--- config.mk ---
export PLATFORM = sky130hd
export DESIGN_NAME = addr_seg_decoder
export DESIGN_NICKNAME = d
export VERILOG_FILES = /design/src/rtl/addr_seg_pkg.sv /design/src/rtl/addr_seg_lookup.sv /design/src/rtl/addr_seg_decoder.sv
export SDC_FILE = /design/constraint.sdc
export NUM_CORES = 1
export LEC_CHECK = 0
export CORE_UTILIZATION = 38
export DETAILED_ROUTE_END_ITERATION = 8
export PLACE_DENSITY = 0.76
export SLEW_MARGIN = 40
export SYNTH_ARGS = -nofsm -noshare
export SYNTH_HDL_FRONTEND = slang
export SYNTH_SLANG_ARGS = --single-unit
--- constraint.sdc ---
create_clock -name clk -period 2.1 [get_ports clk]
set_clock_uncertainty 0.2 [all_clocks]
set_input_delay 0.21 -clock clk [delete_from_list [all_inputs] [get_ports clk]]
set_output_delay 0.21 -clock clk [all_outputs]
set_load 0.005 [all_outputs]
--- src/rtl/addr_seg_pkg.sv ---
// Shared constants, result type and segment-start helper for the address segment decoder.
package addr_seg_pkg;

    localparam int unsigned ADDR_W   = 8;
    localparam int unsigned SEG_BASE = 1;
    localparam int unsigned SEG_LEN  = 15;
    localparam int unsigned SEL_W    = 2;
    localparam int unsigned NUM_SEG  = 2 ** SEL_W;
    localparam int unsigned OFF_W    = 4;
    localparam int unsigned CNT_W    = 4;
    localparam int unsigned SEG_END  = SEG_BASE + NUM_SEG * SEG_LEN - 1;

    typedef struct packed {
        logic             err;
        logic [SEL_W-1:0] sel;
        logic [OFF_W-1:0] off;
    } seg_res_t;

    // First address of segment k; only ever called with elaboration-time constants.
    function automatic logic [ADDR_W-1:0] seg_start(input int unsigned k);
        return ADDR_W'(SEG_BASE + k * SEG_LEN);
    endfunction

endpackage

--- src/rtl/addr_seg_lookup.sv ---
// Combinational address -> {err, select, offset} lookup built from range compares only.
module addr_seg_lookup
    import addr_seg_pkg::*;
(
    input  logic [ADDR_W-1:0] addr_i,
    output seg_res_t          res_o
);

    logic [SEL_W-1:0]  sel;
    logic [ADDR_W-1:0] base;
    logic              in_range;

    // Pick the highest segment whose start is <= addr, then range-check the whole window.
    always_comb begin
        sel      = '0;
        base     = seg_start(0);
        in_range = (addr_i >= ADDR_W'(SEG_BASE)) && (addr_i <= ADDR_W'(SEG_END));
        for (int unsigned k = 0; k < NUM_SEG; k++) begin
            if (addr_i >= seg_start(k)) begin
                sel  = SEL_W'(k);
                base = seg_start(k);
            end
        end
        res_o.err = !in_range;
        res_o.sel = in_range ? sel : '0;
        res_o.off = in_range ? OFF_W'(addr_i - base) : '0;
    end

endmodule

--- src/rtl/addr_seg_decoder.sv ---
// Address segment decoder: one registered stage with valid/ready on both sides.
// Optional per-segment hit counters and seg_done flags are enabled by ADDR_SEG_CNT_EN.
module addr_seg_decoder
    import addr_seg_pkg::*;
(
    input  logic               clk,
    input  logic               RSTn,
    input  logic               in_valid,
    output logic               in_ready,
    input  logic [ADDR_W-1:0]  in_addr,
    output logic               out_valid,
    input  logic               out_ready,
    output logic [SEL_W-1:0]   out_select,
    output logic [OFF_W-1:0]   out_offset,
    output logic               out_err,
    input  logic               cnt_clr,
    output logic [NUM_SEG-1:0] seg_done
);

    seg_res_t lut_res;
    seg_res_t res_q, res_d;
    logic     out_valid_q, out_valid_d;
    logic     in_hs;

    addr_seg_lookup u_lookup (
        .addr_i (in_addr),
        .res_o  (lut_res)
    );

    assign in_ready = !out_valid_q || out_ready;
    assign in_hs    = in_valid && in_ready;

    // Load a new result on input handshake; drop valid once downstream takes it.
    always_comb begin
        out_valid_d = out_valid_q;
        res_d       = res_q;
        if (in_hs) begin
            out_valid_d = 1'b1;
            res_d       = lut_res;
        end else if (out_ready) begin
            out_valid_d = 1'b0;
        end
    end

    // Output stage registers.
    always_ff @(posedge clk or negedge RSTn) begin
        if (!RSTn) begin
            out_valid_q <= 1'b0;
            res_q       <= '0;
        end else begin
            out_valid_q <= out_valid_d;
            res_q       <= res_d;
        end
    end

    assign out_valid  = out_valid_q;
    assign out_select = res_q.sel;
    assign out_offset = res_q.off;
    assign out_err    = res_q.err;

`ifdef ADDR_SEG_CNT_EN
    logic             out_hs;
    logic [CNT_W-1:0] cnt_q [NUM_SEG];
    logic [CNT_W-1:0] cnt_d [NUM_SEG];

    assign out_hs = out_valid_q && out_ready;

    // Count delivered in-range results per segment, saturating; clear has priority.
    always_comb begin
        for (int unsigned k = 0; k < NUM_SEG; k++) begin
            cnt_d[k] = cnt_q[k];
            if (cnt_clr) begin
                cnt_d[k] = '0;
            end else if (out_hs && !res_q.err && (res_q.sel == SEL_W'(k)) &&
                         (cnt_q[k] != CNT_W'(SEG_LEN))) begin
                cnt_d[k] = cnt_q[k] + 1'b1;
            end
        end
    end

    // Hit counter registers.
    always_ff @(posedge clk or negedge RSTn) begin
        if (!RSTn) begin
            for (int unsigned k = 0; k < NUM_SEG; k++) begin
                cnt_q[k] <= '0;
            end
        end else begin
            for (int unsigned k = 0; k < NUM_SEG; k++) begin
                cnt_q[k] <= cnt_d[k];
            end
        end
    end

    // A segment is done once its counter has reached the segment length.
    always_comb begin
        for (int unsigned k = 0; k < NUM_SEG; k++) begin
            seg_done[k] = (cnt_q[k] == CNT_W'(SEG_LEN));
        end
    end
`else
    logic unused_cnt_clr;

    assign unused_cnt_clr = cnt_clr;
    assign seg_done       = '0;
`endif

endmodule

==> parameters.txt <==
Parameter                              Value

Power and ir drop
  Power density cells ... 489.8 mW/mm2
  VDD IR-drop max ... 0.3519 mV
  Leakage power ... roughly 0.44 nW

Detailed routing
  Post-DR wirelength/cell ... 12.71 um
  Number of optimization iterations in the first detailed-route pass ... 4
  Count of routing violations after the opening detailed-route iteration ... 5
  Total routed wirelength ... 1398 um
  Total via count in the routed design ... 542
  Via-to-Cell Ratio ... 4.927
  DRC errors left ... 0
  Remaining antenna violation count after routing ... 0

Synthesis
  Warnings from Yosys ... 0
  Avg Inst Size Synth ... between 9 and 10 um2
  Post-synthesis sequential area ratio ... 0.3819
  Synthesized netlist cell count ... 55
  Number of synthesized register bits ... 8
  Unique cell type count in the Yosys netlist ... 23
  Post-synth design cell area ... around 520 um2

Die
  Initial Utilization ... 0.4080
  Chip Height ... approximately 39 um
  Placeable Area ... around 0.0013 mm2
  Die area ... approximately 0.0015 mm2
  Standard-cell rows ... 13
  I/O pin total ... 26
  Die width ... 39.15 um

Clock tree
  H-tree depth ... 1
  Number of buffers between clock root and the deepest sink ... 2
  Skew-Pair Late Insertion Delay ... 0.26 ns
  CTS tree ... yes
  Clock slew seen by the registers of the worst setup and hold paths ... 0.06 ns
  Clock buffer count from CTS ... 3
  Clock sink total ... 8
  Clock root buffer ... clkbuf_4
  Hold buffer count at CTS ... 0

Timing
  Fin Setup TNS ... 0 ns
  Max-slew violation count ... 0
  Number of failing setup endpoints in the final timing report ... 0
  Normalized max-slew margin ... 0.6683
  Worst-Margin Slew ... between 0.4 and 0.5 ns
  Final Hold Fails ... 0
  Max frequency ... slightly below 500 MHz
  Final period util ... 0.9871
  Clock period minus final worst setup slack ... 2.073 ns

Placement
  HPWL after detailed placement ... about 1000 um
  Port buffer count ... 20
  Final weighted congestion in routability-driven placement ... 0.7259
  Post-Place Cell Area ... 822.0 um2

GRT
  Via count of the first global-routing pass ... about 520
  Overall track demand over capacity in global routing ... 0.2043
  Number of antenna violations at the first check in global routing ... 0
  Residual overflow from global routing ... 0
  Pin count of the biggest net entering global routing ... 9
  First-pass GRT wire length ... slightly below 2000 um

Finish
  Multi-input gate area in the final layout ... 335.3 um2
  Layout-stage area growth over the synthesis result ... 75.66%
  Layout cells sized above 1 ... 0.3684
  # nets final ... 113
  Sequential cell area ... approximately 200 um2
  Fill cells ... 105
  Final std cell area, no fill ... 920.9 um2
  Antenna diode count ... 0

Min path
  Hold/Removal Path Class ... primary input to asynchronous set/reset pin

Worst setup path
  Type of the setup path with the least slack ... primary input to flip-flop
  Data required time at the worst endpoint ... 2.02 ns
  Endpoint class of the critical path ... flip-flop
  Kind of start point of the critical path ... primary input
  Biggest fanout along the worst timing path ... 2
  Arr. time, crit path ... 1.99 ns

Outcome
  Result of the run ... complete, no violations

Flow run
  Max Cap Violations ... 0
-- state kept, by name, indices dropped and copies added (netlist names) --
name,cells
out_err,1
out_offset,4
out_select,2
out_valid,1
-- layout make-up --
cell class / instances / share of cell area
Multi-Input combinational cell: 41 / 0.3641
Inverter: 5 / 0.02038
Sequential cell: 8 / 0.2174
Tap cell: 15 / 0.02038
Clock buffer: 3 / 0.02446
Timing Repair Buffer: 38 / 0.3533
-- layout by cell type (no fill, tap or decap), types with 2 or more instances in the layout --
| master | n |
|---|---|
| buf_4 | 17 |
| clkbuf_2 | 4 |
| clkbuf_4 | 3 |
| clkdlybuf4s50_1 | 12 |
| conb_1 | 4 |
| dfrtp_1 | 8 |
| dlymetal6s2s_1 | 3 |
| inv_1 | 5 |
| nand2_1 | 7 |
| nand2b_1 | 2 |
| o21ai_0 | 2 |
| o21ai_1 | 5 |
| xor2_1 | 2 |
-- repair_timing --
item / 4_1_cts / 5_1_grt
buffers inserted: 2 / 3
endpoints found under the setup margin: 3 / 2
pin swaps: 7 / 7
resized for setup: 10 / 15
-- synth_stat cells --
cell type,n,share of area
xor2_1,2,0.033
o21ai_1,5,0.048
o21ai_0,2,0.019
buf_4,4,0.057
nand4_1,1,0.012
a21boi_0,2,0.029
a21oi_1,2,0.019
inv_1,5,0.036
nor4_1,1,0.012
nor2_1,1,0.0072
a2111oi_0,1,0.017
or3_4,1,0.021
nand2b_1,3,0.036
xnor2_1,1,0.017
a311oi_1,1,0.017
nand2_1,7,0.050
dfrtp_1,8,0.38
mux2i_1,1,0.019
a2111oi_2,1,0.029
a31oi_4,1,0.041
conb_1,1,0.0072
ha_1,3,0.072
and3_4,1,0.021
-- power breakdown --
part | switching, mW | internal [mW]
logic | 0.0635 | 0.0893
clock network | 0.0564 | 0.0657
registers | 0.00727 | 0.169
-- layer usage --
layer	GRT usage	part of all wire
met2	0.3792	0.55
met3	0.04046	0.051
met1	0.1908	0.37
met5	0	0
met4	0.1552	0.019
-- kinds of logic after synthesis --
logic type,share of synthesized area
flops,0.3819
buf+inv,0.09308
mux,0.01909
fa+ha+maj,0.07161
simple gates,0.1599
xor+xnor,0.05013
other cells,0.007153
compound gates,0.2172
-- critical path, cell delays in order --
cell	delay, ns
clkbuf_2	0.09
and3_4	0.18
buf_6	0.12
a2111oi_4	0.37
ha_2	0.26
nand2b_4	0.12
a21oi_2	0.04
a311oi_2	0.27
xor2_1	0.24
o21ai_1	0.10
-- stage by stage --
stage / worst slack (ns) / power (mW) / util / std cells / hold WS [ns]
floorplan: 0.05240 / 0.2297 / - / 58 / -0.2856
global placement: -0.4916 / 0.3106 / 0.6397 / 102 / 0.2660
detailed placement: -0.5368 / 0.3144 / 0.6397 / 102 / 0.2705
CTS: 0.01300 / 0.4412 / 0.6884 / 107 / 0.02847
global route: -0.02253 / 0.4751 / 0.7167 / 110 / 0.05307
finish: 0.02713 / 0.4510 / 0.7167 / 110 / 0.02397
-- path summary, 6_finish.rpt --
kind                               startpoint  slack [ns]             to  cells past startpoint
worst max register to register      out_valid        0.42        out_err                      5
worst max-delay path               in_addr[3]        0.03  out_offset[3]                     10
max in group asynchronous                RSTn        1.40  out_offset[1]                      1
min in group clk                out_offset[1]        0.27  out_offset[1]                      2
worst min register to register  out_offset[1]        0.27  out_offset[1]                      2
worst min-delay path                     RSTn        0.02      out_valid                      1
(Power assumes the default switching activity.)
